## config.mk

```make
export PLATFORM = sky130hd
export DESIGN_NAME = cpu_io_port
export DESIGN_NICKNAME = d
export VERILOG_FILES = /design/src/rtl/cpu_io_port.sv
export SDC_FILE = /design/constraint.sdc
export NUM_CORES = 1
export LEC_CHECK = 0
export ABC_AREA = 1
export BUFFER_PORTS_ARGS = -buffer_cell sky130_fd_sc_hd__buf_4
export CAP_MARGIN = 25
export CORE_MARGIN = 2
export CORE_UTILIZATION = 54
export DETAILED_ROUTE_END_ITERATION = 16
export PLACE_DENSITY_LB_ADDON = 0.25
export SLEW_MARGIN = 40
export SYNTH_ARGS = -nofsm -noshare
export SYNTH_HDL_FRONTEND = slang
export SYNTH_SLANG_ARGS = --single-unit
```

## constraint.sdc

```tcl
create_clock -name clk -period 2.35 [get_ports clk]
set_clock_uncertainty 0.1 [all_clocks]
set_input_delay 0.705 -clock clk [delete_from_list [all_inputs] [get_ports clk]]
set_output_delay 0.705 -clock clk [all_outputs]
set_load 0.01 [all_outputs]
```

## src/rtl/cpu_io_port.sv

```systemverilog
// CPU byte I/O endpoint: host-fed input FIFO served on CPU read edges, and an output
// FIFO filled on CPU write edges and drained by the host over valid/ready.
module cpu_io_port #(
  parameter int DATA_W = 8,
  parameter int DEPTH  = 8,
  parameter int CNT_W  = $clog2(DEPTH) + 1
) (
  input  logic              clk,
  input  logic              rst,
  output logic [DATA_W-1:0] cpu_in,
  input  logic              cpu_in_en,
  input  logic [DATA_W-1:0] cpu_out,
  input  logic              cpu_out_en,
  input  logic [DATA_W-1:0] host_in_data,
  input  logic              host_in_valid,
  output logic              host_in_ready,
  output logic [DATA_W-1:0] host_out_data,
  output logic              host_out_valid,
  input  logic              host_out_ready,
  output logic [CNT_W-1:0]  in_count,
  output logic [CNT_W-1:0]  out_count,
  output logic              in_underflow,
  output logic              out_overflow,
  input  logic              clear_flags,
  output logic [DATA_W-1:0] last_out
);

  localparam int PTR_W = $clog2(DEPTH);
  localparam logic [CNT_W-1:0] FULL_CNT = CNT_W'(DEPTH);

  logic [DATA_W-1:0] r_in_mem  [DEPTH];
  logic [DATA_W-1:0] r_out_mem [DEPTH];
  logic [PTR_W-1:0]  r_in_wp, r_in_rp, r_out_wp, r_out_rp;
  logic [CNT_W-1:0]  r_in_cnt, r_out_cnt;
  logic              r_in_en_d, r_out_en_d;
  logic [DATA_W-1:0] r_cpu_in, r_last_out;
  logic              r_in_uf, r_out_of;

  logic w_rd_edge, w_wr_edge;
  logic w_in_full, w_in_empty, w_out_full, w_out_empty;
  logic w_in_push, w_in_pop, w_out_push, w_out_pop;

  // All full/empty decisions come from registered state only, so a full FIFO
  // refuses a push even when a pop happens in the same cycle.
  assign w_rd_edge   = cpu_in_en  & ~r_in_en_d;
  assign w_wr_edge   = cpu_out_en & ~r_out_en_d;
  assign w_in_full   = (r_in_cnt  == FULL_CNT);
  assign w_in_empty  = (r_in_cnt  == '0);
  assign w_out_full  = (r_out_cnt == FULL_CNT);
  assign w_out_empty = (r_out_cnt == '0);
  assign w_in_push   = host_in_valid & ~w_in_full;
  assign w_in_pop    = w_rd_edge & ~w_in_empty;
  assign w_out_push  = w_wr_edge & ~w_out_full;
  assign w_out_pop   = host_out_ready & ~w_out_empty;

  always_ff @(posedge clk) begin
    if (w_in_push)  r_in_mem[r_in_wp]   <= host_in_data;
    if (w_out_push) r_out_mem[r_out_wp] <= cpu_out;
  end

  // History registers reset high so a strobe held across reset release is ignored.
  always_ff @(posedge clk) begin
    if (rst) begin
      r_in_en_d  <= 1'b1;
      r_out_en_d <= 1'b1;
      r_in_wp    <= '0;
      r_in_rp    <= '0;
      r_out_wp   <= '0;
      r_out_rp   <= '0;
      r_in_cnt   <= '0;
      r_out_cnt  <= '0;
      r_cpu_in   <= '0;
      r_last_out <= '0;
      r_in_uf    <= 1'b0;
      r_out_of   <= 1'b0;
    end else begin
      r_in_en_d  <= cpu_in_en;
      r_out_en_d <= cpu_out_en;

      if (w_in_push)  r_in_wp  <= r_in_wp + PTR_W'(1);
      if (w_in_pop)   r_in_rp  <= r_in_rp + PTR_W'(1);
      if (w_out_push) r_out_wp <= r_out_wp + PTR_W'(1);
      if (w_out_pop)  r_out_rp <= r_out_rp + PTR_W'(1);

      case ({w_in_push, w_in_pop})
        2'b10:   r_in_cnt <= r_in_cnt + CNT_W'(1);
        2'b01:   r_in_cnt <= r_in_cnt - CNT_W'(1);
        default: r_in_cnt <= r_in_cnt;
      endcase
      case ({w_out_push, w_out_pop})
        2'b10:   r_out_cnt <= r_out_cnt + CNT_W'(1);
        2'b01:   r_out_cnt <= r_out_cnt - CNT_W'(1);
        default: r_out_cnt <= r_out_cnt;
      endcase

      if (w_rd_edge) r_cpu_in <= w_in_empty ? '0 : r_in_mem[r_in_rp];
      if (w_wr_edge) r_last_out <= cpu_out;

      // A new error in the same cycle as clear_flags keeps the flag set.
      if (w_rd_edge && w_in_empty) r_in_uf <= 1'b1;
      else if (clear_flags)        r_in_uf <= 1'b0;
      if (w_wr_edge && w_out_full) r_out_of <= 1'b1;
      else if (clear_flags)        r_out_of <= 1'b0;
    end
  end

  assign cpu_in         = r_cpu_in;
  assign last_out       = r_last_out;
  assign host_in_ready  = ~w_in_full;
  assign host_out_data  = r_out_mem[r_out_rp];
  assign host_out_valid = ~w_out_empty;
  assign in_count       = r_in_cnt;
  assign out_count      = r_out_cnt;
  assign in_underflow   = r_in_uf;
  assign out_overflow   = r_out_of;

endmodule

```

==> flow_summary.yaml, run 1 <==
global_route:
  antenna_found_initial: 0
  grt_remaining_overflow: 0
  grt_usage_pct: 22.55
  grt_pass1_wl_microns: 24920
  grt_max_degree: 33
  grt_pass1_vias: 4960
synthesis:
  ys_seq_area_share_pct: 65.16
  synth.largest_area_cell: "edfxtp_1"
  async_flop_share_pct: 0
  synth_flop_cell: "edfxtp_1"
  synth_compound_area_share_pct: 6.674
  postSynthCellCount: 698
  synth_edf_count: 128
  syn_area_sq_um: 7312
  syn-num-nets: 731
  synth_cell_types: 33
  avgSynthCellArea_sq_um: 10.48
  synth-simple-area-share_pct: 17.54
  synth_adder_area_share_pct: 1.711
  synth_top_area_share_pct: 52.57
  synth.area.top_cells: "edfxtp_1 (53%), dfxtp_1 (13%), nand2_1 (7.3%), inv_1 (4.1%), nor2_1 (4.1%)"
  synth_seq_cells: 174
  synth_xor_area_share_pct: 0.7187
  synth_top_family_by_area: "simple AND/OR/NAND/NOR gates"
  synth_warnings: 0
  synth_mux_area_share_pct: 1.095
drt:
  vias: 5037
  drt_iter0_markers: 378
  final_antenna_net_count: 0
  wl_per_cell_microns: 15.98
  avgViaCountPerCell: 5.198
  drt-total-wl_microns: 15490
  drc_errors: 0
  first_pass_iters: 5
timing:
  worst_pin_slew_ns: 0.4651
  slew_violations: 0
  fin_crit_sh_pct: 102.4
  setup_tns_ns: -0.3230
  relSlewSlack_pct: 68.95
  rsz0062_at_grt: "true"
  setup_slack_ns: -0.05689
  fmaxAchievable_mhz: 415.5
  finalHoldViolCount: 0
  min_period_ns: 2.407
  setup_viol: 8
clocking:
  clk_pin_slew_ns: 0.06
  cts.sinks: 174
  cts_tree: "done"
  ctsHoldBuffers: 0
  worstSkewPairLatency_ns: 0.43
  cts_max_level: 4
  clockBufferDepth: 2
  root_buffer: "clkbuf_16"
  numCtsBuffers: 17
power:
  power_density_nw_per_um2: 933.6
  fin_total_pwr_w: 0.008101
  vdd_drop_max_uv: 508.1
  leakage_nw: 3.533
setup_path:
  reg2reg_depth: 12
  critical_path_buf_inv_count: 2
  cp.depth: 6
  crit_type: "reg -> out"
  crit_family: "flip-flops"
  slowest_stage: "dfxtp_4"
  path_cells: "buf_6 > mux2i_1 > o22ai_1 > nand2_1 > nand2_1 > buf_6"
  slowest_delay_ns: 0.44
  endpoint: "host_out_data[6]"
  r2r_end: "in_count[2]$_SDFFE_PP0P_"
  crit_arrival_ns: 1.60
  cp-end-kind: "output port"
  r2r_slack_ns: 0.18
  timing.rr.start: "in_count[0]$_SDFFE_PP0P_"
  start_kind: "register"
  cp.required_ns: 1.54
  crit_fanout: 9
place:
  io_buffer_count: 58
  routabilityCongestion: 0.7893
  dp_hpwl_microns: 9915
  dp.cells: 933
layout:
  fin_cells: 969
  antennaDiodeCount: 0
  layout_common_cells: "nand2_1 (141), edfxtp_1 (128), inv_1 (80), nor2_1 (79), buf_4 (77)"
  fin_util_pct: 65.52
  area_delta_synth_final_pct: 18.67
  layout-drive-gt1-share_pct: 19.29
  num-fill-cells: 1019
  final_common_cell: "nand2_1"
  nNetsFinal: 813
floorplan:
  die_area_sq_um: 14490
  die_w_microns: 120.4
  floorplan.rows: 42
  ios: 59
  core_sq_um: 13240
  die_h_microns: 120.4
  start_util_pct: 55.22
status:
  outcome: "complete, but fails checks"
  violations: "negative setup slack"
hold_path:
  hp-class: "reg -> reg"
job:
  cap_violations: 0
-- Yosys cell counts (all sizes together) (3+ instances only) --
cell / number
o21ai: 57
edfxtp: 128
xor2: 4
ha: 10
nor2: 85
nand3: 59
nand2: 145
buf: 23
inv: 87
clkbuf: 3
a21oi: 26
o22ai: 8
dfxtp: 46
mux2i: 8
-- worst reg2reg max path: stages, from the launching register on --
cell and delay, ns:
dfxtp_1 0.36, nor2_2 0.20, nand3_2 0.14, nand2_4 0.13, ha_1 0.22, nand2_1 0.07
inv_1 0.09, nor2_2 0.05, ha_1 0.18, a21oi_1 0.18, xnor2_1 0.09, o21ai_0 0.17
inv_1 0.06
-- worst min path at each step --
stage / from / endpoint / cells after the start
5_1_grt: cpu_out_en / r_out_en_d$_SDFF_PP1_ / 3
3_5_place_dp: cpu_in[7]$_SDFFE_PP0P_ / cpu_in[7]$_SDFFE_PP0P_ / 2
6_report: cpu_in[7]$_SDFFE_PP0P_ / cpu_in[7]$_SDFFE_PP0P_ / 2
4_1_cts: cpu_in_en / r_in_en_d$_SDFF_PP1_ / 3
2_1_floorplan: r_out_rp[2]$_SDFFE_PP0P_ / register / 2
3_3_place_gp: in_underflow$_SDFFE_PP0P_ / in_underflow$_SDFFE_PP0P_ / 2
-- final cells by class --
type	instances	area (sq um)	area share, %
Clock inverter	10	87.58	1.009
Clock buffer	22	464.2	5.350
Tap cell	176	220.2	2.538
Multi-Input combinational cell	411	2033	23.43
Sequential cell	174	4772	55.00
Inverter	87	336.6	3.879
Timing Repair Buffer	89	763.2	8.796
-- registers in the layout, indices dropped and copies added, names as in the netlist, named ones only --
| signal | cells |
|---|---|
| r_out_wp | 3 |
| r_in_mem | 64 |
| r_in_rp | 3 |
| r_out_rp | 3 |
| in_count | 4 |
| last_out | 8 |
| cpu_in | 8 |
| out_count | 4 |
| out_overflow | 1 |
| r_out_en_d | 1 |
| r_in_en_d | 1 |
| in_underflow | 1 |
| r_out_mem | 64 |
| r_in_wp | 3 |
-- per-layer routing --
layer | vias up | GRT usage, % | share of wire [%]
met1 | 2416 | 26.28 | 40
met3 | 22 | 3.868 | 3.4
met2 | 109 | 41.70 | 55
li1 | 2490 | - | -
met4 | 0 | 7.922 | 1.7
met5 | - | 0 | 0
-- metrics by stage --
stage                     hold slack [ns]  cell area [sq um]  worst slack (ns)
after floorplan                    0.3421               7312           0.06855
after global placement             0.3542               7995           0.09157
after detailed placement           0.3596               7995          -0.03385
after CTS                          0.3659               8672          -0.06075
after global routing               0.3710               8677           -0.1435
final                              0.3687               8677          -0.05689
-- repair_timing --
item                                    CTS  global route
pin swaps                                 1             2
buffers inserted                          2             0
endpoints found under the setup margin    8             8
cloned                                    2             0
resized for setup                        21             7
-- power by group --
part	leakage, nW	internal, W	switching (W)	total (W)
clock	0.270	0.00151	0.00112	0.00263
combinational	1.73	0.000825	0.00102	0.00184
sequential	1.53	0.00346	0.000167	0.00363
-- kinds of logic after synthesis --
logic type,Yosys count
compound gates,91
xor+xnor,6
mux,8
simple gates,296
flops,174
buf+inv,113
fa+ha+maj,10
(Power assumes the default switching activity.)
==> inputs of run 2 (changes only) <==
==> constraint.sdc (replaced) <==
create_clock -name clk -period 2.35 [get_ports clk]
set_clock_uncertainty 0.1 [all_clocks]
set_input_delay 0.235 -clock clk [delete_from_list [all_inputs] [get_ports clk]]
set_output_delay 0.235 -clock clk [all_outputs]
set_load 0.01 [all_outputs]
==> run 2 against run 1 <==
Compared with the run above: the run now ends clean; combinational power decreased by 13%; cell area up 0.85%; clock power up 7%; worst hold slack got worse by 0.33 ns; cell count rose by 1.1%; setup slack improved by 0.26 ns; critical path type is now in -> reg; critical endpoint is now in_count[2]$_SDFFE_PP0P_; largest cell class unchanged; highest routed layer unchanged.
==> flow_summary.yaml, run 2 (synthesis gave the netlist of run 1 again) <==
setup_path:
  start_kind: "input port"
  critical_path_buf_inv_count: 6
  timing.rr.start: "in_count[0]$_SDFFE_PP0P_"
  cp.required_ns: 2.57
  crit_family: "buffers and inverters"
  crit_path_start: "cpu_in_en"
  path_cells: "dlygate4sd3_1 > buf_4 > inv_1 > nor2_2 > nand2_2 > inv_8 > ha_2 > nand2_1 > inv_1 > nor2_2 > ha_1 > a21oi_1 > xnor2_1 > o21ai_0 > inv_1"
  slowest_stage: "dlygate4sd3_1"
  crit_arrival_ns: 2.37
  r2r_slack_ns: 0.21
  endpoint: "in_count[2]$_SDFFE_PP0P_"
  crit_top_cell: "inv_1"
  slowest_delay_ns: 0.53
  cp.depth: 15
  r2r_end: "in_count[2]$_SDFFE_PP0P_"
  reg2reg_depth: 12
  crit_type: "in -> reg"
  cp-end-kind: "register"
  crit_fanout: 15
timing:
  min_period_ns: 2.147
  fmaxAchievable_mhz: 465.7
  setup_slack_ns: 0.2027
  slew_violations: 0
  worst_pin_slew_ns: 0.4185
  relSlewSlack_pct: 72.06
  fin_crit_sh_pct: 91.38
  finalHoldViolCount: 0
  setup_tns_ns: 0
  rsz0062_at_grt: "false"
  setup_viol: 0
power:
  fin_total_pwr_w: 0.008006
  p_comb_share_pct: 20.0
  swShare_pct: 27.12
  power_density_nw_per_um2: 914.9
  leakage_nw: 3.565
  p_int_w: 0.005835
  clkPwrFrac_pct: 35.1
  vdd_drop_max_uv: 733.0
  switching_power_w: 0.002171
  seqPwrFrac_pct: 44.9
floorplan:
  die_h_microns: 120.4
  floorplan.rows: 42
  core_sq_um: 13240
  die_area_sq_um: 14490
  start_util_pct: 55.22
  ios: 59
  die_w_microns: 120.4
drt:
  vias: 5062
  first_pass_iters: 5
  drc_errors: 0
  final_antenna_net_count: 0
  drt-total-wl_microns: 15190
  drt_iter0_markers: 402
  wl_per_cell_microns: 15.50
  avgViaCountPerCell: 5.165
layout:
  fin_util_pct: 66.08
  final_common_cell: "nand2_1"
  layout-drive-gt1-share_pct: 17.79
  antennaDiodeCount: 0
  area_delta_synth_final_pct: 19.68
  layout_common_cells: "nand2_1 (142), edfxtp_1 (128), buf_4 (81), nor2_1 (80), inv_1 (80)"
  reg_top3: "r_in_mem x64, r_out_mem x64"
  nNetsFinal: 824
  num-fill-cells: 1004
place:
  routabilityCongestion: 0.7955
  io_buffer_count: 58
  dp_slack_ns: 0.1645
  dp_hpwl_microns: 9741
global_route:
  grt_max_degree: 33
  grt_usage_pct: 21.92
  grt_pass1_vias: 4987
  grt_remaining_overflow: 0
  antenna_found_initial: 0
  grt_pass1_wl_microns: 24120
clocking:
  root_buffer: "clkbuf_16"
  numCtsBuffers: 17
  clk_pin_slew_ns: 0.06
  worstSkewPairLatency_ns: 0.43
  cts.sinks: 174
  cts_tree: "done"
  clockBufferDepth: 2
  cts_max_level: 4
job:
  cap_violations: 0
hold_path:
  hp-class: "in -> reg"
  holdPathStages: 4
status:
  outcome: "completed"
[run 2: changes by cell type in the layout (fill, tap and decap cells not counted), sizes merged, moves of 2 or more]
cell         change
clkbuf           +4
dlygate4sd3     +19
buf              -7
clkinv           -2
clkinvlp         -2
[run 2: area by class of cell]
| class | count | area, sq um | share of cell area [%] |
|---|---|---|---|
| repair buffers | 100 | 798.3 | 9.122 |
| clock buffers | 26 | 519.2 | 5.934 |
| well taps | 176 | 220.2 | 2.516 |
| multi-input cells | 411 | 2031 | 23.21 |
| clock inverters | 6 | 80.08 | 0.9151 |
| inverters | 87 | 336.6 | 3.846 |
| flip-flops and latches | 174 | 4766 | 54.46 |
[run 2: metal layers]
metal  wire length, microns  up-vias  GRT usage, %
met5                      0        -             0
met2                   7960      126         39.05
li1                       -     2505             -
met3                    639       30         5.613
met1                   6258     2401         25.02
met4                    331        0         9.084
[run 2: how the worst min path moves through the flow]
stage               startpoint                        to  slack (ns)
5_1_grt                    rst  in_count[0]$_SDFFE_PP0P_        0.06
6_report         host_in_valid   r_in_wp[0]$_SDFFE_PP0P_        0.04
3_3_place_gp         cpu_in_en      r_in_en_d$_SDFF_PP1_        0.34
4_1_cts          host_in_valid   r_in_wp[0]$_SDFFE_PP0P_        0.04
2_1_floorplan  host_in_data[0]  r_in_mem[0][0]$_DFFE_PP_        0.23
3_5_place_dp         cpu_in_en      r_in_en_d$_SDFF_PP1_        0.34
[run 2: through the flow]
step | hold WS [ns] | cells | instance area (sq um)
after global routing | 0.06013 | 980 | 8751
after floorplan | 0.2339 | 698 | 7312
after detailed placement | 0.3403 | 929 | 7953
after global placement | 0.3404 | 929 | 7953
final | 0.04321 | 980 | 8751
after CTS | 0.03610 | 980 | 8742
[run 2: repair_timing]
item	4_1_cts	5_1_grt
endpoints found under the setup margin	0	4
setup buffers	0	0
endpoints found under the hold margin	132	0
hold buffers	19	0
resized for setup	0	4
[run 2: worst min-delay path: cells and delay by family]
family	cells	cell delay, ns
simple gates	2	0.13
buf+inv	1	0.10
compound gates	1	0.05
[run 2: power by group through the flow]
stage                     logic, W  clock network (W)  registers, W
after floorplan            0.00106                  0       0.00365
after global placement     0.00152                  0       0.00364
after detailed placement   0.00157                  0       0.00365
after CTS                  0.00160            0.00285       0.00359
after global routing       0.00179            0.00296       0.00361
final                      0.00160            0.00281       0.00359
==> inputs of run 3 (changes only) <==
Settings changed: GPL_TIMING_DRIVEN set to 0.
==> run 3 against run 2 <==
Compared with the run above: worst hold slack improved by 0.0011 ns; die area unchanged; highest routed layer unchanged; setup slack got worse by 0.027 ns; maximum frequency decreased by 1.2%; clock-buffer cell count decreased by 6; sequential power about the same; global-route usage increased by 0.16 points; clock power decreased by 2%; non-clock buffer count increased by 2; routed wire length increased by 0.75%; sequential cell count unchanged; largest cell class unchanged; cell area increased by 0.24%.
==> flow_summary.yaml, run 3 (synthesis gave the netlist of run 1 again) <==
place:
  routabilityCongestion: 0.7965
  dpl-instance-area_sq_um: 7960
  dp_hpwl_microns: 10490
  dp_slack_ns: 0.1279
  io_buffer_count: 57
layout:
  num-fill-cells: 1010
  area_delta_synth_final_pct: 19.97
  antennaDiodeCount: 0
  reg_top3: "r_in_mem x64, r_out_mem x64"
  layout-drive-gt1-share_pct: 18.36
  nNetsFinal: 826
  stdcell_area_sq_um: 8772
  final_common_cell: "nand2_1"
  layout_common_cells: "nand2_1 (142), edfxtp_1 (128), inv_1 (80), nor2_1 (76), buf_4 (60)"
timing:
  setup_tns_ns: 0
  min_period_ns: 2.175
  fin_crit_sh_pct: 92.53
  rsz0062_at_grt: "false"
  worst_pin_slew_ns: 0.8593
  slew_violations: 0
  fmaxAchievable_mhz: 459.9
  whs_ns: 0.04436
  setup_viol: 0
  finalHoldViolCount: 0
  relSlewSlack_pct: 42.50
  setup_slack_ns: 0.1755
floorplan:
  core_sq_um: 13240
  die_w_microns: 120.4
  start_util_pct: 55.22
  die_area_sq_um: 14490
  floorplan.rows: 42
  ios: 59
  die_h_microns: 120.4
setup_path:
  crit_arrival_ns: 2.39
  slowest_delay_ns: 0.37
  path_cells: "nor2_2 > nand3_2 > nand2_2 > inv_4 > buf_8 > ha_4 > nor2_1 > nor2_2 > ha_1 > a21oi_1 > xnor2_1 > o21ai_0 > inv_1"
  timing.rr.start: "in_count[0]$_SDFFE_PP0P_"
  crit_top_cell: "nor2_2"
  critical_path_buf_inv_count: 3
  start_kind: "register"
  cp.required_ns: 2.56
  crit_family: "simple AND/OR/NAND/NOR gates"
  crit_fanout: 11
  cp-end-kind: "register"
  slowest_stage: "dfxtp_1"
  crit_type: "reg -> reg"
  crit_path_start: "in_count[0]$_SDFFE_PP0P_"
global_route:
  antenna_found_initial: 0
  grt_usage_pct: 22.08
  grt_pass1_wl_microns: 24280
  grt_remaining_overflow: 0
  grt_max_degree: 17
  grt_pass1_vias: 5080
clocking:
  root_buffer: "clkbuf_16"
  cts.sinks: 174
  numCtsBuffers: 17
  clk_pin_slew_ns: 0.06
  cts_max_level: 4
  post_cts_buffers: 0
  worstSkewPairLatency_ns: 0.43
  cts_tree: "done"
  clockBufferDepth: 2
drt:
  wl_per_cell_microns: 15.58
  drc_errors: 0
  wl_met2_microns: 8099
  highest_layer: "met4"
  wl_met3_microns: 774
  drt_iter0_markers: 475
  avgViaCountPerCell: 5.247
  final_antenna_net_count: 0
  wl_met1_microns: 6003
  vias: 5153
  drt-total-wl_microns: 15300
  first_pass_iters: 5
hold_path:
  hp-class: "in -> reg"
  worstHoldStart: "rst"
power:
  power_density_nw_per_um2: 914.2
  leakage_nw: 3.553
  vdd_drop_max_uv: 563.2
status:
  outcome: "completed"
job:
  cap_violations: 0
## run 3: layout make-up
| class | instances | area [sq um] | share of cell area (%) |
|---|---|---|---|
| plain buffers | 26 | 187.7 | 2.139 |
| repair buffers | 76 | 618.1 | 7.046 |
| flip-flops and latches | 174 | 4765 | 54.31 |
| clock buffers | 20 | 489.2 | 5.577 |
| clock inverters | 12 | 105.1 | 1.198 |
| well taps | 176 | 220.2 | 2.510 |
| multi-input cells | 411 | 2056 | 23.43 |
| inverters | 87 | 331.6 | 3.780 |
## run 3: worst paths after layout
| check | to | slack [ns] | cells after the start |
|---|---|---|---|
| worst max-delay path | in_count[2]$_SDFFE_PP0P_ | 0.18 | 13 |
| worst min-delay path | in_underflow$_SDFFE_PP0P_ | 0.04 | 2 |
| worst max register to register | in_count[2]$_SDFFE_PP0P_ | 0.18 | 13 |
| worst min register to register | in_underflow$_SDFFE_PP0P_ | 0.36 | 2 |
## run 3: per-stage QoR
step | util [%] | power [W] | std cells
after global placement | 60.11 | 0.005228 | 931
after CTS | 66.03 | 0.008055 | 982
final | 66.24 | 0.008020 | 982
after global routing | 66.24 | 0.008382 | 982
after detailed placement | 60.11 | 0.005298 | 931
after floorplan | - | 0.004709 | 698
## run 3: power by group
group / switching (W) / internal, W
logic: 0.000994 / 0.000688
registers: 0.000136 / 0.00345
clock network: 0.00113 / 0.00161
## run 3: repair_timing
item,CTS,global route
setup endpoints to repair,0,1
hold endpoints to repair,132,0
gates resized for setup,0,3
hold buffers,19,0
## run 3: routing by layer
layer,vias to the layer above,track usage [%]
met5,-,0
met1,2432,25.61
li1,2522,-
met4,0,10.68
met3,32,4.198
met2,167,39.23
